File: src/rtl/load_store_unit.sv
// Load/store unit: accepts one RV32I memory request at a time and sequences
// it through the data RAM (single read, single write, or read-modify-write
// for sub-word stores), then returns a one-cycle writeback pulse.
// Optional feature: define LSU_MISALIGN_TRAP_EN to trap misaligned half/word
// accesses (no RAM access, misalignErr pulsed with the response).
//
// state | meaning
// IDLE  | ready for a new request
// READ  | RAM read enable asserted, read word registered at end of cycle
// WRITE | RAM write enable asserted with the full (possibly merged) word
// RESP  | wbValid pulse, writeback data presented
module load_store_unit #(
  parameter logic DataCacheReadAccept  = 1'b1,
  parameter logic DataCacheWriteAccept = 1'b1
) (
  input  logic        clk,
  input  logic        rst,
  input  logic        reqValid,
  output logic        reqReady,
  input  logic        reqWrite,
  input  logic [2:0]  reqFunct3,
  input  logic [31:0] reqAddr,
  input  logic [31:0] reqWdata,
  input  logic [4:0]  reqRd,
  output logic        dataCacheReadEnable,
  output logic        dataCacheWriteEnable,
  output logic [31:0] addr,
  output logic [31:0] dataWrite,
  input  logic [31:0] dataRead,
  output logic        wbValid,
  output logic [4:0]  wbRd,
  output logic [31:0] wbData,
  output logic        stall,
  output logic        misalignErr
);

  typedef enum logic [1:0] {IDLE = 2'd0, READ = 2'd1, WRITE = 2'd2, RESP = 2'd3} state_t;

  state_t      state, state_next;
  logic [31:0] addr_q, wdata_q, rdata_q;
  logic [2:0]  funct3_q;
  logic        write_q;
  logic [4:0]  rd_q;
  logic        noop_q, mis_q;
  logic        accept, supported, misaligned;
  logic        rd_active, wr_active, load_result;
  logic [31:0] load_val, merge_val;

  assign accept = reqValid && (state == IDLE);

  // Stores only support SB/SH/SW; loads reject 011/110/111.
  assign supported = reqWrite ? (reqFunct3 <= 3'b010)
                              : ((reqFunct3 != 3'b011) && (reqFunct3[2:1] != 2'b11));

`ifdef LSU_MISALIGN_TRAP_EN
  assign misaligned = ((reqFunct3[1:0] == 2'b01) && reqAddr[0]) ||
                      ((reqFunct3 == 3'b010) && (reqAddr[1:0] != 2'b00));
`else
  assign misaligned = 1'b0;
`endif

  // State register.
  always_ff @(posedge clk) begin
    if (rst) state <= IDLE;
    else     state <= state_next;
  end

  // Next-state sequencing; only SW skips the read phase among stores.
  always_comb begin
    state_next = state;
    case (state)
      IDLE: begin
        if (accept) begin
          if (!supported || misaligned)             state_next = RESP;
          else if (!reqWrite || reqFunct3 != 3'b010) state_next = READ;
          else                                       state_next = WRITE;
        end
      end
      READ:    state_next = write_q ? WRITE : RESP;
      WRITE:   state_next = RESP;
      RESP:    state_next = IDLE;
      default: state_next = IDLE;
    endcase
  end

  // Request latch on acceptance and read-word capture in READ.
  always_ff @(posedge clk) begin
    if (rst) begin
      addr_q   <= '0;
      wdata_q  <= '0;
      rdata_q  <= '0;
      funct3_q <= '0;
      write_q  <= 1'b0;
      rd_q     <= '0;
      noop_q   <= 1'b0;
      mis_q    <= 1'b0;
    end else begin
      if (accept) begin
        addr_q   <= reqAddr;
        wdata_q  <= reqWdata;
        funct3_q <= reqFunct3;
        write_q  <= reqWrite;
        rd_q     <= reqRd;
        noop_q   <= !supported || misaligned;
        mis_q    <= supported && misaligned;
      end
      if (state == READ) rdata_q <= dataRead;
    end
  end

  // Load lane extraction; half accesses look only at addr bit 1.
  always_comb begin
    load_val = rdata_q;
    case (funct3_q)
      3'b000:  load_val = {{24{rdata_q[{addr_q[1:0], 3'b000} + 7]}}, rdata_q[{addr_q[1:0], 3'b000} +: 8]};
      3'b100:  load_val = {24'h0, rdata_q[{addr_q[1:0], 3'b000} +: 8]};
      3'b001:  load_val = {{16{rdata_q[{addr_q[1], 4'b0000} + 15]}}, rdata_q[{addr_q[1], 4'b0000} +: 16]};
      3'b101:  load_val = {16'h0, rdata_q[{addr_q[1], 4'b0000} +: 16]};
      default: load_val = rdata_q;
    endcase
  end

  // Store word: sub-word stores patch the registered read word.
  always_comb begin
    merge_val = rdata_q;
    case (funct3_q[1:0])
      2'b00:   merge_val[{addr_q[1:0], 3'b000} +: 8] = wdata_q[7:0];
      2'b01:   merge_val[{addr_q[1], 4'b0000} +: 16] = wdata_q[15:0];
      default: merge_val = wdata_q;
    endcase
  end

  // Reset gates the enables so an interrupted WRITE never reaches the RAM.
  assign rd_active = (state == READ)  && !rst;
  assign wr_active = (state == WRITE) && !rst;

  assign dataCacheReadEnable  = rd_active ? DataCacheReadAccept  : ~DataCacheReadAccept;
  assign dataCacheWriteEnable = wr_active ? DataCacheWriteAccept : ~DataCacheWriteAccept;
  assign addr                 = {2'b00, addr_q[31:2]};
  assign dataWrite            = merge_val;

  assign reqReady    = (state == IDLE);
  assign stall       = (state != IDLE);
  assign wbValid     = (state == RESP);
  assign load_result = (state == RESP) && !write_q && !noop_q;
  assign wbRd        = load_result ? rd_q : 5'd0;
  assign wbData      = load_result ? load_val : 32'd0;

`ifdef LSU_MISALIGN_TRAP_EN
  assign misalignErr = (state == RESP) && mis_q;
`else
  assign misalignErr = 1'b0;
`endif

endmodule

File: config.mk
export PLATFORM = sky130hd
export DESIGN_NAME = load_store_unit
export DESIGN_NICKNAME = d
export VERILOG_FILES = /design/src/rtl/load_store_unit.sv
export SDC_FILE = /design/constraint.sdc
export NUM_CORES = 1
export LEC_CHECK = 0
export BUFFER_PORTS_ARGS = -buffer_cell sky130_fd_sc_hd__buf_4
export CAP_MARGIN = 20
export CORE_MARGIN = 2
export CORE_UTILIZATION = 51
export DETAILED_ROUTE_END_ITERATION = 10
export PLACE_DENSITY = 0.81
export RECOVER_POWER = 100
export SETUP_SLACK_MARGIN = 0.5
export SKIP_LAST_GASP = 1
export SYNTH_ARGS = -nofsm -noshare
export SYNTH_HDL_FRONTEND = slang
export SYNTH_SLANG_ARGS = --single-unit
File: constraint.sdc
create_clock -name clk -period 7.1 [get_ports clk]
set_clock_uncertainty 0.2 [all_clocks]
set_input_delay 2.13 -clock clk [delete_from_list [all_inputs] [get_ports clk]]
set_output_delay 2.13 -clock clk [all_outputs]
set_load 0.005 [all_outputs]
==> results of run 1 <==
[worst max-delay path, cell delays in order (launching register included)]
cell and delay, ns:
dfxtp_1 0.87, inv_1 0.21, ha_1 0.28, nor4b_1 1.19, and3_1 0.49, a221o_1 0.24
clkbuf_4 0.14
[Yosys cell counts, types with 2 or more instances]
master / instances / share of area (%)
nor2b_1: 7 / 0.75
buf_1: 2 / 0.13
o22ai_1: 7 / 0.75
a221oi_1: 4 / 0.60
nand2_1: 159 / 10
a22oi_1: 8 / 1.0
or3_1: 2 / 0.21
o2bb2ai_1: 6 / 0.90
nand3_1: 9 / 0.77
and2_1: 7 / 0.75
clkbuf_1: 39 / 2.5
o311ai_0: 8 / 1.2
nor2_1: 50 / 3.2
mux2_2: 6 / 1.2
a21oi_1: 80 / 6.8
o2bb2ai_2: 9 / 2.3
inv_1: 17 / 1.1
mux2i_1: 36 / 6.1
ha_1: 9 / 1.9
a22o_1: 8 / 1.2
a211oi_1: 8 / 1.0
nand2b_1: 4 / 0.43
o21ai_0: 23 / 2.0
a211oi_2: 2 / 0.43
o21a_1: 2 / 0.26
a32oi_1: 8 / 1.2
dfxtp_1: 108 / 37
buf_2: 12 / 1.0
mux4_2: 8 / 3.1
buf_4: 34 / 4.4
a221o_1: 8 / 1.4
a21boi_0: 8 / 1.0
[layer usage]
layer,up-vias,global-route usage (%)
li1,2751,-
met1,2727,39.6
met2,341,47.9
met3,46,8.97
met4,0,13.0
met5,-,0
[kinds of logic after synthesis]
family,after synthesis
other,1
AO/OA/AOI/OAI,197
AND/OR/NAND/NOR,245
multiplexers,50
buffers and inverters,107
flip-flops,108
adder cells (fa/ha/maj),9
[metrics by stage]
step / total power [W] / util, % / area [um^2]
after floorplan: 0.00146 / - / 5870
after global placement: 0.00178 / 63.4 / 7180
after detailed placement: 0.00181 / 63.4 / 7180
after CTS: 0.00233 / 66.2 / 7490
after global routing: 0.00244 / 65.1 / 7370
final: 0.00230 / 65.1 / 7370
[report_power, final]
group	leakage, nW	switching (W)	internal (W)
logic	1.93	0.000459	0.000398
registers	0.884	0.000189	0.000736
clock network	0.150	0.000242	0.000280
total	2.96	0.000889	0.00141
[path summary, 6_finish.rpt]
kind	depth (start not counted)	to	slack [ns]
max	6	dataWrite[8]	1.0
min	2	rd_q[3]	0.25
max reg2reg	6	noop_q	3.31
min reg2reg	2	rd_q[3]	0.25
[cell type report]
cell class	instances	area [um^2]	share of cell area (%)
Multi-Input combinational cell	504	3050	41.4
Tap cell	143	179	2.43
Clock inverter	7	82.6	1.12
Clock buffer	9	225	3.06
Timing Repair Buffer	217	1600	21.8
Inverter	17	63.8	0.866
Sequential cell	108	2160	29.3
[flip-flops by register name (all words and copies together) (netlist names)]
register,flops
rdata_q,32
wdata_q,32
state,2
write_q,1
addr_q,32
funct3_q,3
noop_q,1
rd_q,5
==> results.json, run 1 <==
{
  "run_status": "finished, violations left",
  "violated_checks": "capacitance limit, slew limit",
  "max-clock-path-buffers": 2,
  "powerDensity_mw_per_mm2": 312,
  "hold_start": "rd_q[3]",
  "critical_path.startpoint": "addr_q[0]",
  "yosys-mux-area-fraction_pct": 10.4,
  "pre_cts_slack_ns": 2.09,
  "num_io_pins": 215,
  "finalHoldViolCount": 0,
  "dieWidth_um": 111,
  "m1WireLength_um": 7640,
  "layout.filler_cells": 1005,
  "drt-wirelength-per-cell_um": 19.0,
  "max_clock_freq_ghz": 0.164,
  "synthesis.yosys.warnings": 0,
  "tritoncts": "yes",
  "final.period_utilization_pct": 85.9,
  "required_ns": 4.77,
  "layout.cells.most_common": "nand2_1",
  "dr.max_layer_used": "met4",
  "grt_antenna_before_repair": 0,
  "cp_data_arrival_time_ns": 3.77,
  "clkTransAtPathRegs_ns": 0.08,
  "synth-adder-area-share_pct": 1.92,
  "netlist_instances": 717,
  "max-vdd-ir-drop_mv": 0.199,
  "cts_made_buffers": 9,
  "flow.area_growth_from_synthesis_pct": 25.7,
  "final_antenna_net_count": 0,
  "dp_hpwl_um": 14100,
  "finalCriticalPeriod_ns": 6.10,
  "fin_worst_hold_slack_ns": 0.255,
  "leakagePower_nw": 2.96,
  "hold_buffers": 0,
  "synth-compound-area-share_pct": 23.6,
  "max-slew-margin-rel_pct": -119,
  "max_cap_viol_count": 4,
  "wl_met2_um": 8530,
  "area_fraction_in_and_or_nand_and_nor_cells_after_synthesis_pct": 17.4,
  "design.die.area_mm2": 0.0124,
  "root_buffer": "clkbuf_16",
  "number_of_global_route_vias_before_repair": 5724,
  "crit_path_end_kind": "output pin",
  "std_cell_rows": 39,
  "cts.htree.levels": 3,
  "final-max-slew-violation-count": 151,
  "syn_avg_cell_area_um2": 8.18,
  "worstSkewPairLatency_ns": 0.35,
  "edff_count_synth": 0,
  "antennaDiodeCount": 0,
  "final_cell_mix": "159 x nand2_1, 150 x buf_4, 108 x dfxtp_1",
  "via_per_inst": 5.84,
  "hold_path_class": "flop to flop",
  "gates_resized_cts_repair": 0,
  "finalWirelength_um": 19100,
  "wl_met3_um": 2310,
  "grt_pass1_wl_um": 30100,
  "synth_async_sr_flop_share_pct": 0,
  "floorplan.core_area_mm2": 0.0113,
  "final_net_count": 974,
  "drive_above_1_share_pct": 28.5,
  "final_cells": 1005,
  "critical_path.startpoint_type": "flop",
  "synth_flop_cell": "dfxtp_1",
  "chipHeight_um": 111,
  "synth-seq-area-share_pct": 36.9,
  "timing.rr.start": "state[0]",
  "placedCellCount": 989,
  "grt_max_degree": 79,
  "firstDrtPassIters": 7,
  "setup_slack_ns": 0.998,
  "drc": 0,
  "netlist_area_mm2": 0.00586,
  "grt_util_all_layers_pct": 30.7,
  "synthDistinctLibCells": 51,
  "cts_setup_buffers": 0,
  "total_vias_in_the_final_route": 5865,
  "buffer_ports.inserted": 211,
  "totalNegativeSetupSlack_ns": 0,
  "unrepaired_setup_endpoints_after_global_routing": "no",
  "clkSinkCount": 108,
  "globalplace.congestion": 0.984,
  "setup_crit_path_kind": "flop to output pin",
  "synth_top_family_by_area": "compound AO/OA/AOI/OAI gates",
  "synthXorXnorAreaFrac_pct": 0,
  "timing.critical_path.fanout_max": 18,
  "first_iter_violations": 526,
  "floorplan.initialDensity_pct": 51.8,
  "worst-slew-pin-transition_ns": 3.29,
  "grt.overflow.total": 0,
  "setup-violations-final": 0,
  "ys_ff_latch": 108
}
Power figures use the tool's default switching activity.
==> run 2: changes to the inputs <==
--- a/config.mk
+++ b/config.mk
@@ -10,8 +10,8 @@
 export CORE_MARGIN = 2
 export CORE_UTILIZATION = 51
 export DETAILED_ROUTE_END_ITERATION = 10
+export GPL_ROUTABILITY_DRIVEN = 0
 export PLACE_DENSITY = 0.81
-export RECOVER_POWER = 100
 export SETUP_SLACK_MARGIN = 0.5
 export SKIP_LAST_GASP = 1
 export SYNTH_ARGS = -nofsm -noshare
==> run 2 against run 1 <==
The run now ends clean. Wire length fell by 0.92%. Final area rose by 2.3%. Die area did not move. Sequential share of layout area fell by 0.67 points. Global-route usage fell by 1.5 points. Critical path depth did not move. First-iteration DRC count rose by 0.38%. Register-to-register slack improved by 1.4 ns. Count of clock-buffer cells in the layout rose by 1. Combinational power rose by 4.0%. Final cell count barely moved. Critical path type unchanged. Critical endpoint is now dataWrite[15].
==> results.json, run 2 (synthesis gave the netlist of run 1 again) <==
{
  "design.die.area_mm2": 0.0124,
  "placement.cell_area_mm2": 0.00717,
  "cp_data_arrival_time_ns": 3.11,
  "power.total_w": 0.00238,
  "chipHeight_um": 111,
  "number_of_global_route_vias_before_repair": 5603,
  "cts.htree.levels": 3,
  "antennaDiodeCount": 0,
  "hold_path_class": "flop to flop",
  "final_antenna_net_count": 0,
  "grt_pass1_wl_um": 29200,
  "root_buffer": "clkbuf_16",
  "setup-violations-final": 0,
  "num_io_pins": 215,
  "worstSkewPairLatency_ns": 0.34,
  "clkTransAtPathRegs_ns": 0.07,
  "top_flop_regs": "addr_q x32, rdata_q x32, wdata_q x32",
  "final_cell_mix": "216 x buf_4, 158 x nand2_1, 108 x dfxtp_1",
  "hold_buffers": 0,
  "grt_antenna_before_repair": 0,
  "fin_area_mm2": 0.00754,
  "run_status": "complete, no violations",
  "floorplan.core_area_mm2": 0.0113,
  "setup_crit_path_kind": "flop to output pin",
  "final.period_utilization_pct": 76.6,
  "cts_made_buffers": 9,
  "use_met3_pct": 8.53,
  "tritoncts": "yes",
  "grt.overflow.total": 0,
  "worst-slew-pin-transition_ns": 1.10,
  "final-max-slew-violation-count": 0,
  "postLayoutCoreUtil_pct": 66.6,
  "max-vdd-ir-drop_mv": 0.172,
  "cts_setup_buffers": 0,
  "grt.met1_usage_pct": 36.4,
  "max_clock_freq_ghz": 0.184,
  "first_iter_violations": 528,
  "floorplan.initialDensity_pct": 51.8,
  "powerDensity_mw_per_mm2": 316,
  "timing.critical_path.fanout_max": 18,
  "layout.filler_cells": 945,
  "drc": 0,
  "buffer_ports.inserted": 211,
  "clkSinkCount": 108,
  "drive_above_1_share_pct": 30.9,
  "max-slew-margin-rel_pct": 26.7,
  "crit_path_end_kind": "output pin",
  "finalHoldViolCount": 0,
  "grt_max_degree": 79,
  "gates_resized_cts_repair": 0,
  "dieWidth_um": 111,
  "unrepaired_setup_endpoints_after_global_routing": "no",
  "leakagePower_nw": 3.08,
  "grt.busiest_layer": "met2",
  "grt_util_all_layers_pct": 29.2,
  "drt-wirelength-per-cell_um": 18.8,
  "firstDrtPassIters": 5,
  "flow.area_growth_from_synthesis_pct": 28.6,
  "critical_path.startpoint_type": "flop",
  "groute.layer.met2.usage_pct": 46.0,
  "finalWirelength_um": 18900,
  "max-clock-path-buffers": 2,
  "std_cell_rows": 39,
  "final_net_count": 974,
  "required_ns": 4.77,
  "finalCriticalPeriod_ns": 5.44,
  "via_per_inst": 5.92,
  "total_vias_in_the_final_route": 5940,
  "fin_worst_hold_slack_ns": 0.256,
  "dp_hpwl_um": 13600,
  "totalNegativeSetupSlack_ns": 0,
  "max_cap_viol_count": 0,
  "layout.cells.most_common": "buf_4"
}
==> run 2: cell count changes in the layout (fill, tap and decap cells not counted), sizes merged <==
| cell | change |
|---|---|
| clkinvlp | -1 |
| inv | -3 |
| bufinv | +2 |
| clkbuf | -65 |
| buf | +66 |
==> run 2: area by class of cell <==
type	count	area, um^2	area share (%)
Clock inverter	5	100	1.33
Timing Repair Buffer	217	1650	21.9
Clock buffer	10	239	3.17
Multi-Input combinational cell	504	3150	41.7
Tap cell	143	179	2.37
Sequential cell	108	2160	28.7
Inverter	17	63.8	0.846
==> run 2: worst paths after layout <==
kind                            slack, ns  startpoint  cells after the start       endpoint
worst max-delay path                 1.66   addr_q[0]                      6  dataWrite[15]
worst max register to register       4.69    state[1]                      6      addr_q[7]
worst min register to register       0.26     rd_q[0]                      2        rd_q[0]
worst min-delay path                 0.26     rd_q[0]                      2        rd_q[0]
==> run 2: per-layer routing <==
metal | vias to the layer above | routed length (um)
met1 | 2704 | 7170
met3 | 82 | 2340
met2 | 412 | 8480
met4 | 0 | 892
li1 | 2742 | -
met5 | - | 0
==> run 2: worst max-delay path: stages (launching register included) <==
cell	delay [ns]
dfxtp_1	0.86
inv_1	0.24
ha_1	0.33
nor4b_4	0.51
and3_1	0.45
a221o_1	0.25
buf_4	0.12
==> run 2: power by group <==
| part | internal [W] | switching, W | total, W |
|---|---|---|---|
| clock network | 0.000351 | 0.000220 | 0.000571 |
| registers | 0.000736 | 0.000186 | 0.000922 |
| logic | 0.000414 | 0.000476 | 0.000890 |
==> run 2: per-stage QoR <==
stage / setup WS [ns] / instances
finish: 1.66 / 1004
global route: 1.45 / 1004
CTS: 1.46 / 1003
detailed placement: 1.88 / 988
global placement: 2.08 / 988
floorplan: 2.30 / 719
